--- config.mk ---
export PLATFORM = sky130hd
export DESIGN_NAME = spi_master_engine
export DESIGN_NICKNAME = d
export VERILOG_FILES = /design/src/rtl/spi_master_engine.sv
export SDC_FILE = /design/constraint.sdc
export NUM_CORES = 1
export LEC_CHECK = 0
export BUFFER_PORTS_ARGS = -buffer_cell sky130_fd_sc_hd__buf_4
export CAP_MARGIN = 20
export CORE_MARGIN = 2
export CORE_UTILIZATION = 24
export CTS_CLUSTER_DIAMETER = 40
export DETAILED_ROUTE_END_ITERATION = 10
export PLACE_DENSITY = 0.39
export SLEW_MARGIN = 30
export SYNTH_ARGS = -nofsm -noshare
export SYNTH_HDL_FRONTEND = slang
export SYNTH_SLANG_ARGS = --single-unit
--- constraint.sdc ---
create_clock -name clk -period 2.05 [get_ports clk]
set_input_delay 0.3075 -clock clk [delete_from_list [all_inputs] [get_ports clk]]
set_output_delay 0.3075 -clock clk [all_outputs]
set_load 0.1 [all_outputs]
--- src/rtl/spi_master_engine.sv ---
`default_nettype none
// ============================================================================
//  Module      : spi_master_engine
//  Description : Full-duplex SPI master shift engine. Accepts one word per
//                valid/ready handshake, drives SCLK/CS_n/MOSI (MSB first)
//                and returns the word sampled on MISO.
//  Revision    : 1.0 - initial release
// ============================================================================
module spi_master_engine #(
    parameter int BIT_WIDTH      = 32,
    parameter int SPI_CLK_DIVIDE = 4
) (
    input  logic                 clk,
    input  logic                 rst,
    input  logic [1:0]           mode,
    input  logic                 tx_valid,
    output logic                 tx_ready,
    input  logic [BIT_WIDTH-1:0] tx_data,
    output logic                 rx_valid,
    output logic [BIT_WIDTH-1:0] rx_data,
    output logic                 busy,
    output logic                 sclk,
    output logic                 cs_n,
    output logic                 mosi,
    input  logic                 miso
);

    localparam int c_div_w  = (SPI_CLK_DIVIDE > 1) ? $clog2(SPI_CLK_DIVIDE) : 1;
    localparam int c_edge_w = $clog2(2 * BIT_WIDTH);

    localparam logic [c_div_w-1:0]  c_div_last  = c_div_w'(SPI_CLK_DIVIDE - 1);
    localparam logic [c_edge_w-1:0] c_edge_last = c_edge_w'(2 * BIT_WIDTH - 1);

    localparam logic [1:0] MOSI_IDLE = 2'd0;
    localparam logic [1:0] START_TX  = 2'd1;
    localparam logic [1:0] TRANSMIT  = 2'd2;
    localparam logic [1:0] END_TX    = 2'd3;

    logic [1:0]           r_state;
    logic [c_div_w-1:0]   r_div_cnt;
    logic [c_edge_w-1:0]  r_edge_cnt;
    logic [BIT_WIDTH-1:0] r_tx_sr;
    logic [BIT_WIDTH-1:0] r_rx_sr;
    logic                 r_cpol;
    logic                 r_cpha;
    logic                 r_tx_ready;
    logic                 r_rx_valid;
    logic [BIT_WIDTH-1:0] r_rx_data;
    logic                 r_busy;
    logic                 r_sclk;
    logic                 r_cs_n;
    logic                 r_mosi;

    logic w_div_wrap;
    logic w_leading;
    logic w_last_edge;
    logic w_sample_edge;

    assign w_div_wrap    = (r_div_cnt == c_div_last);
    assign w_leading     = ~r_edge_cnt[0];
    assign w_last_edge   = (r_edge_cnt == c_edge_last);
    // CPHA=0 samples on leading edges, CPHA=1 on trailing edges
    assign w_sample_edge = r_cpha ? ~w_leading : w_leading;

    always_ff @(posedge clk) begin
        if (rst) begin
            r_state    <= MOSI_IDLE;
            r_div_cnt  <= '0;
            r_edge_cnt <= '0;
            r_tx_sr    <= '0;
            r_rx_sr    <= '0;
            r_cpol     <= 1'b0;
            r_cpha     <= 1'b0;
            r_tx_ready <= 1'b1;
            r_rx_valid <= 1'b0;
            r_rx_data  <= '0;
            r_busy     <= 1'b0;
            r_sclk     <= 1'b0;
            r_cs_n     <= 1'b1;
            r_mosi     <= 1'b0;
        end else begin
            r_rx_valid <= 1'b0;
            case (r_state)
                MOSI_IDLE: begin
                    r_sclk     <= mode[1];
                    r_cs_n     <= 1'b1;
                    r_mosi     <= 1'b0;
                    r_tx_ready <= 1'b1;
                    r_busy     <= 1'b0;
                    r_div_cnt  <= '0;
                    r_edge_cnt <= '0;
                    if (tx_valid && r_tx_ready) begin
                        r_tx_sr    <= tx_data;
                        r_rx_sr    <= '0;
                        r_cpol     <= mode[1];
                        r_cpha     <= mode[0];
                        r_cs_n     <= 1'b0;
                        r_busy     <= 1'b1;
                        r_tx_ready <= 1'b0;
                        r_state    <= START_TX;
                        if (!mode[0]) begin
                            r_mosi <= tx_data[BIT_WIDTH-1];
                        end
                    end
                end

                START_TX: begin
                    r_sclk <= r_cpol;
                    if (w_div_wrap) begin
                        r_div_cnt <= '0;
                        r_state   <= TRANSMIT;
                    end else begin
                        r_div_cnt <= r_div_cnt + 1'b1;
                    end
                end

                TRANSMIT: begin
                    if (w_div_wrap) begin
                        r_div_cnt <= '0;
                        r_sclk    <= ~r_sclk;
                        if (w_sample_edge) begin
                            r_rx_sr <= {r_rx_sr[BIT_WIDTH-2:0], miso};
                        end else if (r_cpha) begin
                            r_mosi  <= r_tx_sr[BIT_WIDTH-1];
                            r_tx_sr <= r_tx_sr << 1;
                        end else if (!w_last_edge) begin
                            // MSB already went out at START_TX entry
                            r_mosi  <= r_tx_sr[BIT_WIDTH-2];
                            r_tx_sr <= r_tx_sr << 1;
                        end
                        if (w_last_edge) begin
                            r_edge_cnt <= '0;
                            r_state    <= END_TX;
                        end else begin
                            r_edge_cnt <= r_edge_cnt + 1'b1;
                        end
                    end else begin
                        r_div_cnt <= r_div_cnt + 1'b1;
                    end
                end

                END_TX: begin
                    if (w_div_wrap) begin
                        r_div_cnt  <= '0;
                        r_cs_n     <= 1'b1;
                        r_rx_data  <= r_rx_sr;
                        r_rx_valid <= 1'b1;
                        r_mosi     <= 1'b0;
                        r_tx_ready <= 1'b1;
                        r_busy     <= 1'b0;
                        r_state    <= MOSI_IDLE;
                    end else begin
                        r_div_cnt <= r_div_cnt + 1'b1;
                    end
                end

                default: begin
                    r_state <= MOSI_IDLE;
                end
            endcase
        end
    end

    assign tx_ready = r_tx_ready;
    assign rx_valid = r_rx_valid;
    assign rx_data  = r_rx_data;
    assign busy     = r_busy;
    assign sclk     = r_sclk;
    assign cs_n     = r_cs_n;
    assign mosi     = r_mosi;

endmodule
`default_nettype wire
Word-level counts from Yosys, hierarchy flattened
Index checks and enable logic that the tools add are counted.
- register bits: 113
- reductions and logical operators: 17
- multiplexer cells: 38
- equality and inequality tests: 13
- $add $sub $neg: 2
- bitwise operators: 3
- operator list (cell ; count):
    $mux 32 ; 8
    $pmux 32 s2 ; 2
    $reduce_and 5->1 ; 3
    $ne 2x2->1 const B ; 7
    $mux 1 ; 13
    $mux 2 ; 6
    $mux 6 ; 2
    $pmux 6 s2 ; 1
    $reduce_and 2->1 ; 5
    $pmux 2 s4 ; 1
    $add 6x1->6 const B ; 1
    $eq 2x2->1 const B ; 3
    $eq 6x6->1 const B ; 1
    $pmux 1 s3 ; 2
    $reduce_bool 3->1 ; 2
    $pmux 1 s2 ; 2
    $pmux 2 s2 ; 1
    $reduce_and 4->1 ; 1
    $reduce_bool 2->1 ; 2
    $ne 3x3->1 const B ; 1
    $not 1->1 ; 3
    $reduce_or 3->1 ; 1
    $add 2x1->2 const B ; 1
    $eq 2x1->1 const B ; 1
    3 further kinds ; 3

Logic depth before layout (Yosys ltp)
- depth after elaboration: 6
- mapped depth: 8
- mapped depth without buffers: 6

Worst setup path after synthesis
OpenSTA, ideal clock, no wires.
- path type: reg2reg
- start: register cs_n (netlist name)
- end: register r_tx_sr[11]
- clock period less this slack: 2.028 ns
- library setup time: 0.146 ns
- stages on the path, launching flop included: 6
- buffers on the path: 1
- arrival: 1.882 ns
- setup slack: 0.022 ns
- path through: dfxtp_1 > a21bo_2 > nand2_2 > clkbuf_1 > a211oi_1 > a211oi_2
- RTL lines (item ; RTL line ; text):
    end signal, assigned ; 93 ; r_tx_sr <= tx_data;
    end signal, assigned ; 125 ; r_tx_sr <= r_tx_sr << 1;
    end signal, assigned ; 129 ; r_tx_sr <= r_tx_sr << 1;
    end, declared ; 42 ; logic [BIT_WIDTH-1:0] r_tx_sr;

Worst setup path after layout
- start: register r_state[0]
- end: register r_tx_sr[20]
- cells in the longest elaborated chain, start to end: 3
- elaborated cells on any way between the ends: 9
- those cells by class: eq/ne (5); mux (1); reduce/logical (3)
- RTL lines (item ; RTL line ; text):
    start, declared ; 39 ; logic [1:0] r_state;
    start signal, assigned ; 67 ; r_state <= MOSI_IDLE;
    start signal, assigned ; 100 ; r_state <= START_TX;
    start signal, assigned ; 111 ; r_state <= TRANSMIT;
    $eq 2x2->1 or $logic_not 2->1 (tied branches) ; 83 ; case (r_state)
    $ne 3x3->1 (no source line), or another cell as far along ; n/a ;
    $reduce_and 5->1 (no source line) ; n/a ;
Parallel ways exist; a longest one is shown, timed or not.
A chain may end at the register's enable or synchronous reset.

==> metrics.csv <==
stage,metric,value,unit
logic_synthesis,number of synthesized flops with an enable pin,0,
placement,post-detail-place hpwl,8460,µm
worst_setup_path,crit end category,register,
power_and_ir_drop,Leakage Power,2.37,nW
status,status,"finished, final reports clean",
placement,IO buf count,75,
detailed_routing,Post-DRT Antenna Nets,0,
sta,worst clock skew,0.0106,ns
sta,total negative slack,0,ns
run,number of max-cap violations,0,
detailed_routing,Detailed Route Iter0 Violations,219,
grt,GRT Total Usage,12.4,%
die,die area,21900,µm²
worst_hold_path,Hold Crit Class,in2reg,
detailed_routing,router iterations before antenna repair,4,
logic_synthesis,simple-gate share of the synthesized area,17.4,%
logic_synthesis,largest family of logic cells by synthesized area,compound AO/OA/AOI/OAI gates,
logic_synthesis,synthesized net count,653,
grt,largest net degree at the start of global routing,40,
die,Die Wd,148,µm
cts,clock-pin slew on the worst setup and hold paths,0.05,ns
power_and_ir_drop,power per cell area,1430,nW/µm²
placement,gpl congestion,0.705,
logic_synthesis,Synth Area in Adders,2.26,%
worst_setup_path,RR Startpoint,r_state[0],
worst_setup_path,CP startpoint,r_state[0],
die,Die H,148,µm
detailed_routing,Via density,4.56,
die,Rows,52,
logic_synthesis,post-synthesis xor/xnor area fraction,0.528,%
logic_synthesis,synthesized area,4980,µm²
power_and_ir_drop,Max IR drop VDD,0.765,mV
worst_setup_path,Worst setup SP type,register,
grt,first-pass GRT wire length,21800,µm
sta,Slew HR,71.2,%
sta,endpoints failing hold,0,
sta,worst hold margin,0.150,ns
grt,remaining global-route overflow,0,
detailed_routing,DRC,0,
sta,final setup fails,0,
grt,initial antenna violation count,0,
detailed_routing,final WL,13000,µm
cts,clk_lat worst skew,0.41,ns
worst_setup_path,maximum fanout along the worst path,32,
logic_synthesis,Seq cells post-synth,113,
grt,vias in the first global route,4323,
logic_synthesis,gate count of the mapped netlist,606,
worst_setup_path,Crit Path Category,reg2reg,
die,Top Ports,76,
placement,Place WS,0.0848,ns
worst_setup_path,R2R setup slack,0.16,ns
layout,synth-to-layout area growth,30.2,%
cts,clk sinks,113,
logic_synthesis,Synth Flop Type,dfxtp_1,
logic_synthesis,multiplexer area fraction after synthesis,1.71,%
cts,cts bufs inserted,17,
sta,period utilization,92.4,%
logic_synthesis,syn avg cell area,8.22,µm²
power_and_ir_drop,Design Power,9.26,mW
cts,CTS H-Tree Depth,4,
die,core area,20300,µm²
logic_synthesis,Synth cell types,44,
layout,# diodes,0,
sta,min Tclk post-route,1.89,ns
die,Initial Utilization,24.5,%
sta,final worst slack,0.157,ns
sta,RSZ-0062 raised after global routing,no,
cts,clk buf depth,2,
sta,Max Slew Vio Count,0,
worst_setup_path,Worst Path Required,2.33,ns
logic_synthesis,Syn. warnings,0,
cts,clk root buf,clkbuf_16,
layout,final-stage net count,715,
sta,fmax,528,MHz
sta,worst slew pin tran,0.432,ns
worst_setup_path,CP arrival,2.17,ns
logic_synthesis,compound-cell area share of the yosys netlist,25.5,%
logic_synthesis,Post-synth ARST share,0,%
worst_hold_path,hold path startpoint,mode[0],
logic_synthesis,post-synthesis sequential area ratio,45.4,%
detailed_routing,post-DR wirelength/cell,13.7,µm
detailed_routing,routed vias,4333,
layout,share of layout cells above drive strength 1,24.4,%
cts,CTS tree,yes,
[placed cells by master (no fill, tap or decap), types with 5 or more instances in the layout]
cell type,instances
a211oi_1,33
a211oi_2,30
a21oi_1,98
buf_12,5
buf_4,86
clkbuf_16,17
dfxtp_1,111
ha_1,8
inv_1,35
nand2_1,104
nand3_1,38
nor2_1,46
[per-layer routing]
layer | vias up | part of all wire, % | routed length, µm | track usage, %
met5 | - | 0 | 0 | 0
met1 | 2030 | 49 | 6330 | 16.0
li1 | 2216 | - | - | -
met3 | 10 | 4.3 | 565 | 3.99
met2 | 77 | 46 | 6010 | 19.6
met4 | 0 | 1.0 | 133 | 4.00
[worst paths after layout]
kind / end / cells past startpoint
hold / removal: r_cpha / 3
hold reg to reg: r_div_cnt[0] / 1
setup / recovery: r_tx_sr[20] / 7
setup reg to reg: r_tx_sr[20] / 7
[synth_stat cells (7+ instances only)]
library cell  number  share of area (%)
clkbuf_1          36                2.7
nand2_1          104                7.8
dfxtp_1          113                 45
nor2_1            46                3.5
buf_2              7               0.70
a211oi_2          30                7.5
nand3_1           38                3.8
a211oi_1          33                5.0
inv_1             35                2.6
a21oi_1           99                9.9
ha_1               9                2.3
[logic make-up after synthesis]
logic type / Yosys count
flops: 113
xor+xnor: 3
buf+inv: 86
fa+ha+maj: 9
simple gates: 205
mux: 8
compound gates: 182
[registers in the layout, indices dropped and copies added, names as in the netlist, 2 cells and up]
name / count
rx_data: 32
r_tx_sr: 32
r_edge_cnt: 6
r_state: 2
r_div_cnt: 2
r_rx_sr: 32
[worst max-delay path: stages (launching register included)]
cell      delay (ns)
dfxtp_2         0.34
inv_1           0.15
ha_4            0.24
mux2_2          0.41
nand2_2         0.12
a21o_1          0.13
buf_12          0.25
a211oi_1        0.11
[final cells by class]
| type | instances | area [µm²] |
|---|---|---|
| clock buffers | 21 | 470 |
| well taps | 270 | 338 |
| repair buffers | 93 | 790 |
| fillers | 2153 | 13800 |
| clock inverters | 11 | 105 |
| flip-flops and latches | 113 | 2260 |
| multi-input cells | 407 | 2380 |
| inverters | 36 | 135 |
[where the power goes]
group	leakage [nW]	switching [mW]	internal, mW
combinational	1.18	2.35	1.44
clock	0.272	1.06	1.77
sequential	0.920	0.136	2.50
[stage by stage]
step,cells,util [%],area (µm²)
2_1_floorplan,606,-,4980
4_1_cts,951,31.8,6450
3_3_place_gp,919,28.9,5870
5_1_grt,951,32.0,6490
6_report,951,32.0,6490
3_5_place_dp,919,28.9,5870
[what timing repair did]
action,4_1_cts,5_1_grt
setup buffers,0,0
endpoints found under the setup margin,0,68
gates resized for setup,0,8
hold buffers,0,0
Note: power is estimated with default switching activity, not from simulation.
